File: config.mk
export PLATFORM = sky130hd
export DESIGN_NAME = sev_seg_scan_mux
export DESIGN_NICKNAME = d
export VERILOG_FILES = /design/src/rtl/sev_seg_scan_mux.sv
export SDC_FILE = /design/constraint.sdc
export NUM_CORES = 1
export LEC_CHECK = 0
export ABC_AREA = 1
export BUFFER_PORTS_ARGS = -buffer_cell sky130_fd_sc_hd__buf_2
export CAP_MARGIN = 20
export CORE_MARGIN = 2
export CORE_UTILIZATION = 40
export DETAILED_ROUTE_END_ITERATION = 7
export PLACE_DENSITY = 0.69
export SYNTH_ARGS = -nofsm -noshare
export SYNTH_HDL_FRONTEND = slang
export SYNTH_SLANG_ARGS = --single-unit
File: constraint.sdc
create_clock -name clk -period 1.8 [get_ports clk]
set_input_delay 0.36 -clock clk [delete_from_list [all_inputs] [get_ports clk]]
set_output_delay 0.36 -clock clk [all_outputs]
set_load 0.01 [all_outputs]
File: src/rtl/sev_seg_scan_mux.sv
// sev_seg_scan_mux: time-multiplexed scan driver for NUM_DIGITS seven-segment
// digits that share one set of segment pins. Each digit is lit for DIV_CNT
// clocks. All enables are then low for DEAD_CYCLES clocks before the next
// digit is lit. Inputs are captured once per frame, so a frame never mixes
// old and new values.
// Optional build macro: LEADING_ZERO_BLANK_EN suppresses leading zero digits.
// Digit 0 is never suppressed.
module sev_seg_scan_mux #(
    parameter int NUM_DIGITS  = 4,
    parameter int DATA_W      = 4,
    parameter int DIV_CNT     = 15000,
    parameter int DEAD_CYCLES = 2
) (
    input  logic                           clk,
    input  logic                           reset,
    input  logic [NUM_DIGITS*DATA_W-1:0]   digit_data,
    input  logic [NUM_DIGITS-1:0]          digit_mask,
    output logic [NUM_DIGITS-1:0]          seg_en,
    output logic [DATA_W-1:0]              sw,
    output logic [$clog2(NUM_DIGITS)-1:0]  digit_idx,
    output logic                           frame_done
);

    localparam int IDX_W = $clog2(NUM_DIGITS);
    localparam int CNT_W = $clog2(DIV_CNT + DEAD_CYCLES + 1);
    localparam logic [IDX_W-1:0] LAST_IDX   = IDX_W'(NUM_DIGITS - 1);
    localparam logic [IDX_W-1:0] IDX_ONE    = IDX_W'(1);
    localparam logic [CNT_W-1:0] SHOW_LAST  = CNT_W'(DIV_CNT - 1);
    localparam logic [CNT_W-1:0] BLANK_LAST = CNT_W'(DEAD_CYCLES - 1);
    localparam logic [CNT_W-1:0] CNT_ONE    = CNT_W'(1);

    typedef enum logic {
        ST_SHOW  = 1'b0,
        ST_BLANK = 1'b1
    } state_t;

    state_t                         state_r, state_s;
    logic [CNT_W-1:0]               cnt_r, cnt_s;
    logic                           leave_show_s, leave_blank_s;
    logic [IDX_W-1:0]               digit_idx_r, next_idx_s;
    logic                           wrap_s;
    logic [NUM_DIGITS*DATA_W-1:0]   shadow_data_r, eff_data_s;
    logic [NUM_DIGITS-1:0]          shadow_mask_r, eff_mask_s;
    logic [DATA_W-1:0]              sw_r, next_val_s;
    logic [NUM_DIGITS-1:0]          seg_en_r, next_en_s;
    logic                           frame_done_r;
`ifdef LEADING_ZERO_BLANK_EN
    logic [NUM_DIGITS-1:0]          keep_s;
    logic                           upper_nz_s;
`endif

    // One-hot decode of a digit index.
    function automatic logic [NUM_DIGITS-1:0] onehot_f(input logic [IDX_W-1:0] idx);
        logic [NUM_DIGITS-1:0] vec;
        vec = '0;
        for (int k = 0; k < NUM_DIGITS; k++) begin
            if (idx == IDX_W'(k)) begin
                vec[k] = 1'b1;
            end else begin
                vec[k] = 1'b0;
            end
        end
        return vec;
    endfunction

    // Next-state logic: SHOW lasts DIV_CNT cycles and BLANK lasts DEAD_CYCLES cycles.
    always_comb begin
        state_s       = state_r;
        cnt_s         = cnt_r + CNT_ONE;
        leave_show_s  = 1'b0;
        leave_blank_s = 1'b0;
        case (state_r)
            ST_SHOW: begin
                if (cnt_r == SHOW_LAST) begin
                    state_s      = ST_BLANK;
                    cnt_s        = '0;
                    leave_show_s = 1'b1;
                end else begin
                    state_s = ST_SHOW;
                end
            end
            ST_BLANK: begin
                if (cnt_r == BLANK_LAST) begin
                    state_s       = ST_SHOW;
                    cnt_s         = '0;
                    leave_blank_s = 1'b1;
                end else begin
                    state_s = ST_BLANK;
                end
            end
            default: begin
                state_s = ST_BLANK;
                cnt_s   = '0;
            end
        endcase
    end

    // Next-digit datapath: the index advances, and inputs are used directly at a wrap.
    always_comb begin
        if (digit_idx_r == LAST_IDX) begin
            next_idx_s = '0;
        end else begin
            next_idx_s = digit_idx_r + IDX_ONE;
        end
        wrap_s = (next_idx_s == '0);
        if (wrap_s) begin
            eff_data_s = digit_data;
            eff_mask_s = digit_mask;
        end else begin
            eff_data_s = shadow_data_r;
            eff_mask_s = shadow_mask_r;
        end
        next_val_s = '0;
        for (int k = 0; k < NUM_DIGITS; k++) begin
            if (next_idx_s == IDX_W'(k)) begin
                next_val_s = eff_data_s[k*DATA_W +: DATA_W];
            end else begin
                next_val_s = next_val_s;
            end
        end
        next_en_s = onehot_f(next_idx_s) & eff_mask_s;
`ifdef LEADING_ZERO_BLANK_EN
        // A digit is kept only if it or a more significant digit is nonzero.
        upper_nz_s = 1'b0;
        keep_s     = '1;
        for (int k = NUM_DIGITS - 1; k >= 1; k--) begin
            upper_nz_s = upper_nz_s | (|eff_data_s[k*DATA_W +: DATA_W]);
            keep_s[k]  = upper_nz_s;
        end
        next_en_s = next_en_s & keep_s;
`endif
    end

    // State, counter, shadow capture and registered outputs.
    always_ff @(posedge clk) begin
        if (reset) begin
            state_r       <= ST_BLANK;
            cnt_r         <= '0;
            digit_idx_r   <= LAST_IDX;
            sw_r          <= '0;
            seg_en_r      <= '0;
            frame_done_r  <= 1'b0;
            shadow_data_r <= '0;
            shadow_mask_r <= '0;
        end else begin
            state_r      <= state_s;
            cnt_r        <= cnt_s;
            frame_done_r <= leave_blank_s & wrap_s;
            if (leave_blank_s) begin
                digit_idx_r <= next_idx_s;
                sw_r        <= next_val_s;
                seg_en_r    <= next_en_s;
                if (wrap_s) begin
                    shadow_data_r <= digit_data;
                    shadow_mask_r <= digit_mask;
                end else begin
                    shadow_data_r <= shadow_data_r;
                    shadow_mask_r <= shadow_mask_r;
                end
            end else if (leave_show_s) begin
                seg_en_r <= '0;
            end else begin
                seg_en_r <= seg_en_r;
            end
        end
    end

    assign seg_en     = seg_en_r;
    assign sw         = sw_r;
    assign digit_idx  = digit_idx_r;
    assign frame_done = frame_done_r;

endmodule
==> flow_metrics.py, run 1 <==
metrics = {
    "run_status": {
        "outcome": "finished clean",
    },
    "setup_path": {
        "path_delay_family": "flip-flops",
        "path_cells": "ha_1 > inv_1 > buf_12 > o21ai_0 > nand2_1 > nand3_2 > a21oi_2",
        "worstSetupPathType": "reg -> reg",
        "reg2regPathDepth": 7,
        "crit_path_top_delay_cell": "dfxtp_1",
        "reg2reg_from": "digit_idx[0]",
        "crit_buf_inv": 2,
        "required_ns": 2.01,
        "r2r_end": "sw[1]",
        "path_max_fanout": 15,
        "crit_arrival_ns": 1.80,
        "startpoint_type": "register",
        "r2r_slack_ns": 0.21,
        "cpPeakStageDelay_ns": 0.42,
        "end_kind": "register",
    },
    "clock_tree": {
        "cts_setup_buffers": 0,
        "root_buffer": "clkbuf_8",
        "cts_buffers": 5,
        "cts_tree": "done",
        "post_cts_resized": 0,
        "htree_levels": 2,
        "clkTransAtPathRegs_ns": 0.09,
        "clock_path_buffers": 2,
        "holdBufCountCts": 0,
        "worst_skew_pair.late_latency_ns": 0.31,
        "cts_sinks": 41,
    },
    "finish": {
        "final_area_um2": 2630,
        "drive_gt1_share_pct": 21.1,
        "antennaDiodeCount": 0,
        "area_growth_pct": 13.3,
        "multiInputGateArea_um2": 1260,
        "final_nets": 389,
        "fill_cells": 565,
        "seq_area_um2": 821,
    },
    "floorplanning": {
        "die_w_um": 80.1,
        "core-area_um2": 5540,
        "ios": 33,
        "dieArea_um2": 6420,
        "start_util_pct": 41.8,
        "rows": 27,
        "die_y_um": 80.1,
    },
    "hold_path": {
        "worst_hold_startpoint": "digit_mask[0]",
        "min_to": "seg_en[0]",
        "whs_path_depth": 3,
        "min_path_type": "in -> reg",
    },
    "timing": {
        "clock.fmax_ghz": 0.629,
        "finalHoldViolations": 0,
        "fin_crit_sh_pct": 88.4,
        "grt_setup_unrepaired": "false",
        "slew_violations": 0,
        "setup_tns_ns": 0,
        "tightest_slew_ns": 0.408,
        "maxSlewHeadroom_pct": 72.8,
        "period_minus_slack_ns": 1.59,
        "setup_violations": 0,
        "fin_skew_ns": 0.0139,
    },
    "yosys": {
        "synth_nets": 361,
        "avgSynthCellArea_um2": 7.00,
        "syn_area_um2": 2320,
        "synth_cells": 331,
        "ys_warn_count": 0,
        "ys_seq_area_share_pct": 35.4,
        "ys_top_cells_by_area": "dfxtp_1, nand2_1, nor2_1",
        "synth_top_area_share_pct": 35.4,
        "yosysTopAreaCell": "dfxtp_1",
        "yosysUniqueCellTypes": 29,
        "synth-seq-cells": 41,
    },
    "placed_design": {
        "place.gp.congestion": 0.824,
        "portBuffers": 32,
        "dp_hpwl_mm": 3.77,
        "dpl_cell_area_um2": 2510,
    },
    "run": {
        "drv_cap": 0,
    },
    "power_and_ir_drop": {
        "p_leak_nw": 1.17,
        "peakVddDrop_mv": 0.582,
        "p_per_area_nw_per_um2": 1060,
    },
    "routing": {
        "firstDrtPassIters": 4,
        "routedWlPerCell_um": 12.1,
        "drt_wl_total_mm": 5.21,
        "drt_iter0_drc": 154,
        "via_per_inst": 4.90,
        "drc": 0,
        "antenna_left": 0,
        "vias": 2115,
    },
    "global_route": {
        "grt_pass1_vias": 1928,
        "grt_overflow": 0,
        "grtUsageTotal_pct": 17.4,
        "grt_max_degree": 23,
        "grt_first_pass_wirelength_mm": 8.73,
        "antenna_found_initial": 0,
    },
}
-- worst min-delay path: stages --
cell,delay (ns)
buf_2,0.09
nand4_2,0.08
nand2_1,0.06
-- cell usage in the layout (no fill, tap or decap), types with 6 or more instances in the layout --
cell type,n
a21oi_1,20
a21oi_2,8
buf_2,32
clkbuf_8,6
dfxtp_1,41
ha_1,8
inv_1,28
nand2_1,92
nand3_1,23
nand3_2,6
nand4_1,9
nor2_1,42
o21ai_0,6
xor2_1,7
-- per-stage QoR --
stage | power [W] | setup WS [ns] | util, % | cells | hold slack, ns
6_report | 0.00277 | 0.209 | 47.4 | 432 | 0.314
5_1_grt | 0.00296 | 0.0808 | 47.4 | 432 | 0.322
4_1_cts | 0.00279 | 0.206 | 47.4 | 432 | 0.311
3_5_place_dp | 0.00199 | 0.220 | 45.2 | 424 | 0.443
3_3_place_gp | 0.00197 | 0.263 | 45.2 | 424 | 0.438
2_1_floorplan | 0.00178 | 0.422 | - | 331 | 0.426
-- Yosys cell counts, drive strengths merged --
master and count:
xnor2 1, nor3b 1, nand4 10, buf 14, xor2 7, nand2 98, nand3 29, inv 31
nor3 5, clkbuf 2, ha 8, dfxtp 41, a21oi 28, o21ai 8, nor2 48
-- report_power, final --
part	total, W	internal (W)	switching [W]
logic	0.000881	0.000327	0.000555
clock network	0.000804	0.000451	0.000352
registers	0.00109	0.00101	0.0000744
-- cells by family (layout without fill, tap and decap cells) --
family          Yosys count  after routing  synth area share, %
fa+ha+maj                 8              8                 4.32
simple gates            191            191                 37.8
compound gates           36             36                 9.07
xor+xnor                  8              8                 3.02
buf+inv                  47             76                 10.4
flops                    41             41                 35.4
-- how the worst max path moves through the flow --
| stage | startpoint | to | slack [ns] | cells after the start |
|---|---|---|---|---|
| after floorplan | digit_idx[0] | sw[0] | 0.42 | 7 |
| after global placement | digit_idx[0] | sw[1] | 0.26 | 7 |
| after detailed placement | digit_idx[0] | sw[1] | 0.22 | 7 |
| after CTS | digit_idx[0] | sw[1] | 0.21 | 7 |
| after global routing | digit_idx[0] | sw[1] | 0.08 | 7 |
| final | digit_idx[0] | sw[1] | 0.21 | 7 |
-- metal layers --
metal | share of wire, % | vias up | wire (µm) | GRT usage [%]
met5 | 0 | - | 0 | 0
met4 | 2.2 | 0 | 115 | 7.29
met3 | 4.1 | 9 | 212 | 3.82
met2 | 44 | 43 | 2280 | 25.8
met1 | 50 | 962 | 2600 | 24.1
li1 | - | 1101 | - | -
-- layout make-up --
type                    instances  share of cell area (%)
well taps                      72                    3.43
clock buffers                   6                    3.14
repair buffers                 37                    8.48
clock inverters                 2                    1.43
flip-flops and latches         41                    31.3
multi-input cells             243                    47.8
inverters                      31                    4.43
-- registers in the layout, summed over array words and instances (netlist names) --
register / flops
state_r: 1
shadow_data_r: 12
digit_idx: 2
seg_en: 4
frame_done: 1
shadow_mask_r: 3
cnt_r: 14
sw: 4
Power figures use the tool's default switching activity.
==> run 2: changes to the inputs <==
- CORE_UTILIZATION: 40 -> 33
- PLACE_DENSITY: 0.69 -> 0.61
==> run 2 against run 1 <==
Against the previous run:
- setup slack improved by 0.061 ns
- critical path depth down 1
- power fell by 4.0%
- via count is 0.90% lower
- clock-buffer cell count fell by 1
- sequential power hardly changed
- routed wire length increased by 0.88%
- first-iteration DRC count is 54% lower
- utilization down 8.6 points
- worst hold slack better by 0.014 ns
- sequential share of layout area is 0.10 points lower
- combinational power decreased by 3.1%
- critical endpoint unchanged
- largest power group unchanged
==> flow_metrics.py, run 2 (same netlist as run 1, synthesis figures left out) <==
metrics = {
    "global_route": {
        "grt_first_pass_wirelength_mm": 8.83,
        "grtUsageTotal_pct": 14.5,
        "grt_pass1_vias": 1963,
        "antenna_found_initial": 0,
        "grt_max_degree": 23,
        "grt_overflow": 0,
    },
    "setup_path": {
        "reg2regPathDepth": 6,
        "end_kind": "register",
        "crit_arrival_ns": 1.71,
        "worstSetupPathType": "reg -> reg",
        "path_max_fanout": 11,
        "startpoint_type": "register",
        "required_ns": 1.98,
    },
    "timing": {
        "grt_setup_unrepaired": "false",
        "fin_crit_sh_pct": 85.0,
        "timing.hold.ws_ns": 0.328,
        "finalHoldViolations": 0,
        "setup_tns_ns": 0,
        "slew_violations": 0,
        "period_minus_slack_ns": 1.53,
        "maxSlewHeadroom_pct": 73.2,
        "setup_violations": 0,
        "fin_skew_ns": 0.0126,
        "tightest_slew_ns": 0.401,
        "clock.fmax_ghz": 0.654,
    },
    "placed_design": {
        "place.gp.congestion": 0.838,
        "dp_hpwl_mm": 3.91,
        "portBuffers": 32,
        "dp.cells": 449,
    },
    "run": {
        "drv_cap": 0,
    },
    "clock_tree": {
        "worst_skew_pair.late_latency_ns": 0.29,
        "cts_setup_buffers": 0,
        "root_buffer": "clkbuf_8",
        "clkTransAtPathRegs_ns": 0.08,
        "cts_buffers": 5,
        "htree_levels": 2,
        "clock_path_buffers": 2,
        "post_cts_resized": 0,
        "cts_tree": "done",
        "cts_sinks": 41,
        "holdBufCountCts": 0,
    },
    "routing": {
        "via_per_inst": 4.60,
        "antenna_left": 0,
        "firstDrtPassIters": 4,
        "vias": 2096,
        "drc": 0,
        "drt_iter0_drc": 71,
        "routedWlPerCell_um": 11.5,
        "drt_wl_total_mm": 5.25,
    },
    "floorplanning": {
        "rows": 30,
        "die_y_um": 87.8,
        "core-area_um2": 6790,
        "start_util_pct": 34.1,
        "dieArea_um2": 7710,
        "ios": 33,
        "die_w_um": 87.8,
    },
    "power_and_ir_drop": {
        "p_leak_nw": 1.17,
        "peakVddDrop_mv": 0.464,
        "power_w": 0.00266,
        "p_per_area_nw_per_um2": 1010,
    },
    "finish": {
        "antennaDiodeCount": 0,
        "drive_gt1_share_pct": 21.1,
        "reg_top3": "cnt_r x14, shadow_data_r x12",
        "area_growth_pct": 13.7,
        "layout_commonest_cell": "nand2_1",
        "largest_reg_flops": 14,
        "fill_cells": 743,
        "fin_cells": 456,
        "final_cell_mix": "nand2_1, nor2_1, dfxtp_1",
        "top_register": "cnt_r",
        "final_nets": 390,
    },
    "run_status": {
        "outcome": "finished clean",
    },
    "hold_path": {
        "whs_path_depth": 3,
        "min_path_type": "in -> reg",
    },
}
[run 2: cell count changes in the layout (fill, tap and decap cells not counted), sizes merged]
| cell | previous run | this run |
|---|---|---|
| clkbuf | 6 | 5 |
| clkinvlp | 1 | 0 |
| buf | 37 | 38 |
| clkinv | 0 | 1 |
[run 2: final timing paths]
path | end | slack, ns | from
setup / recovery | sw[1] | 0.27 | cnt_r[0]
hold / removal | seg_en[0] | 0.33 | digit_mask[0]
setup reg to reg | sw[1] | 0.27 | cnt_r[0]
hold reg to reg | shadow_data_r[13] | 0.46 | shadow_data_r[13]
[run 2: critical path, stage by stage, from the launching register on]
cell	delay, ns
dfxtp_1	0.42
ha_1	0.20
nand3_1	0.12
nor3_4	0.21
nand3_2	0.26
nand2_1	0.15
a21oi_2	0.06
[run 2: cell type report]
type                       count  area, µm²  area share (%)
clock inverter                 2       35.0            1.33
tap                           96        120            4.56
multi-input combinational    243       1260            47.7
clock buffer                   5       68.8            2.61
inverter                      31        116            4.42
timing repair buffer          38        218            8.26
sequential                    41        821            31.1
[run 2: through the flow]
| step | util, % | setup WS, ns | instance area (µm²) |
|---|---|---|---|
| 2_1_floorplan | - | 0.422 | 2320 |
| 3_3_place_gp | 37.3 | 0.306 | 2530 |
| 3_5_place_dp | 37.3 | 0.275 | 2530 |
| 4_1_cts | 38.8 | 0.267 | 2640 |
| 5_1_grt | 38.8 | 0.121 | 2640 |
| 6_report | 38.8 | 0.270 | 2640 |
[run 2: report_power, final]
| part | switching [W] | internal [W] |
|---|---|---|
| clock | 0.000313 | 0.000403 |
| sequential | 0.0000789 | 0.00101 |
| combinational | 0.000546 | 0.000308 |
| total | 0.000938 | 0.00172 |
[run 2: per-layer routing]
layer  wire length (µm)  share of wire (%)  vias up  track usage, %
li1                   -                  -     1106               -
met1               2610                 50      936            20.0
met2               2290                 44       48            22.5
met3                292                5.6        6            2.54
met4                 68                1.3        0            5.87
met5                  0                  0        -               0
==> run 3: changes to the inputs <==
- PLACE_DENSITY: 0.61 -> 0.63
- clock period: 1.8 -> 1.3 ns (I/O delays scaled with it)
==> run 3 against run 2 <==
Against the previous run:
- setup slack worse by 0.32 ns
- clock-buffer cell count stayed put
- highest routed layer unchanged
- via count is 14% higher
- utilization is 10 points higher
- register-to-register slack worse by 0.32 ns
- non-clock buffer count is 38 higher
- global-route usage is 1.7 points higher
- flip-flop and latch count stayed put
- cell count is 9.0% higher
- the run now ends with negative setup slack left
- clock skew is 0.0053 ns higher
- die area stayed put
==> flow_metrics.py, run 3 (same netlist as run 1, synthesis figures left out) <==
metrics = {
    "timing": {
        "period_minus_slack_ns": 1.35,
        "timing.hold.ws_ns": 0.207,
        "fin_crit_sh_pct": 104,
        "clock.fmax_ghz": 0.740,
        "slew_violations": 0,
        "setup_violations": 27,
        "fin_ws_ns": -0.0521,
        "finalHoldViolations": 0,
        "fin_skew_ns": 0.0179,
        "grt_setup_unrepaired": "true",
        "maxSlewHeadroom_pct": 71.9,
        "tightest_slew_ns": 0.421,
    },
    "power_and_ir_drop": {
        "peakVddDrop_mv": 0.699,
        "power_w": 0.00467,
        "p_leak_nw": 1.48,
        "p_per_area_nw_per_um2": 1400,
    },
    "finish": {
        "drive_gt1_share_pct": 43.1,
        "reg_top3": "cnt_r x14, shadow_data_r x12",
        "fin_cells": 497,
        "area_growth_pct": 44.4,
        "largest_reg_flops": 14,
        "top_register": "cnt_r",
        "utilization_pct": 49.3,
        "final_nets": 430,
        "final_cell_mix": "nand2_1, nor2_1, buf_2",
        "antennaDiodeCount": 0,
        "layout_commonest_cell": "nand2_1",
    },
    "clock_tree": {
        "cts_tree": "done",
        "root_buffer": "clkbuf_8",
        "clock_path_buffers": 2,
        "htree_levels": 2,
        "worst_skew_pair.late_latency_ns": 0.31,
        "holdBufCountCts": 0,
        "cts_buffers": 5,
        "cts_sinks": 41,
        "clkTransAtPathRegs_ns": 0.09,
    },
    "setup_path": {
        "r2r_slack_ns": -0.05,
        "startpoint_type": "register",
        "path_max_fanout": 11,
        "end_kind": "register",
        "crit_arrival_ns": 1.58,
        "cpPeakStageDelay_ns": 0.38,
        "r2r_end": "sw[1]",
        "worstSetupPathType": "reg -> reg",
        "reg2reg_from": "cnt_r[0]",
        "crit_path_top_delay_cell": "dfxtp_4",
        "path_cells": "ha_4 > nand2_4 > nor2_2 > nand2_2 > nor2_4 > buf_12 > nand3_2 > a21oi_2",
        "required_ns": 1.53,
        "reg2regPathDepth": 8,
    },
    "floorplanning": {
        "rows": 30,
        "die_w_um": 87.8,
        "core-area_um2": 6790,
        "die_y_um": 87.8,
        "dieArea_um2": 7710,
        "ios": 33,
        "start_util_pct": 34.1,
    },
    "routing": {
        "vias": 2379,
        "drc": 0,
        "routedWlPerCell_um": 12.9,
        "antenna_left": 0,
        "firstDrtPassIters": 4,
        "drt_wl_total_mm": 6.44,
        "via_per_inst": 4.79,
        "drt_iter0_drc": 156,
    },
    "placed_design": {
        "place.gp.congestion": 0.892,
        "dp_hpwl_mm": 4.19,
        "dp.cells": 480,
        "portBuffers": 32,
        "pre_cts_ws_ns": -0.109,
    },
    "hold_path": {
        "min_path_type": "in -> reg",
        "whs_path_depth": 3,
        "min_to": "seg_en[0]",
        "worst_hold_startpoint": "digit_mask[0]",
    },
    "global_route": {
        "grt_pass1_vias": 2160,
        "grt_first_pass_wirelength_mm": 9.81,
        "grt_max_degree": 23,
        "grt_overflow": 0,
        "grtUsageTotal_pct": 16.2,
        "antenna_found_initial": 0,
    },
    "run_status": {
        "outcome": "finished with violations",
        "violations": "negative setup slack",
    },
    "run": {
        "drv_cap": 0,
    },
}
==> run 3: cell types whose count changed in the layout (fill, tap and decap cells not counted), sizes merged <==
| cell | before | now |
|---|---|---|
| nand3 | 29 | 30 |
| nand2 | 98 | 99 |
| buf | 38 | 74 |
| clkbuf | 5 | 7 |
| bufinv | 1 | 2 |
==> run 3: area by class of cell <==
cell class | count | area (µm²)
Clock buffer | 5 | 68.8
Clock inverter | 3 | 65.1
Fill cell | 649 | 3450
Inverter | 31 | 126
Multi-Input combinational cell | 245 | 1490
Sequential cell | 41 | 845
Tap cell | 96 | 120
Timing Repair Buffer | 76 | 631
==> run 3: worst max-delay path by stage <==
stage	from	to	slack [ns]	cells past startpoint
3_3_place_gp	digit_idx[1]	sw[1]	-0.09	9
2_1_floorplan	digit_idx[0]	sw[0]	0.01	9
5_1_grt	cnt_r[11]	seg_en[2]	-0.15	8
6_report	cnt_r[0]	sw[1]	-0.05	8
3_5_place_dp	digit_idx[1]	sw[1]	-0.11	9
4_1_cts	cnt_r[0]	sw[1]	-0.05	8
==> run 3: layer usage <==
metal / vias up / part of all wire, % / global-route usage, %
met5: - / 0 / 0
met4: 0 / 2.3 / 7.41
met3: 15 / 4.9 / 3.30
met2: 60 / 47 / 25.6
met1: 1110 / 46 / 21.4
li1: 1194 / - / -
==> run 3: repair_timing <==
action                                  4_1_cts  5_1_grt
gates cloned                                  2        3
hold endpoints to repair                      0        0
endpoints found under the setup margin       34       39
pin swaps                                     7       12
gates resized for setup                      29       52
setup buffers                                 1        3
==> run 3: through the flow <==
step	TNS, ns	area [µm²]
after floorplan	0	2350
after global placement	-1.43	2820
after detailed placement	-2.03	2820
after CTS	-0.323	3090
after global routing	-3.85	3350
final	-0.642	3350
==> run 3: power breakdown <==
part,switching (W),total (W),internal [W]
Sequential,0.000102,0.00151,0.00141
Clock,0.000496,0.00126,0.000764
Combinational,0.00102,0.00190,0.000882
Total,0.00161,0.00467,0.00306
==> run 3: critical path, delay by kind of cell (launching register included) <==
kind            cells  cell delay, ns
flops               1            0.38
fa+ha+maj           1            0.15
compound gates      1            0.13
simple gates        5            0.46
buf+inv             1            0.15
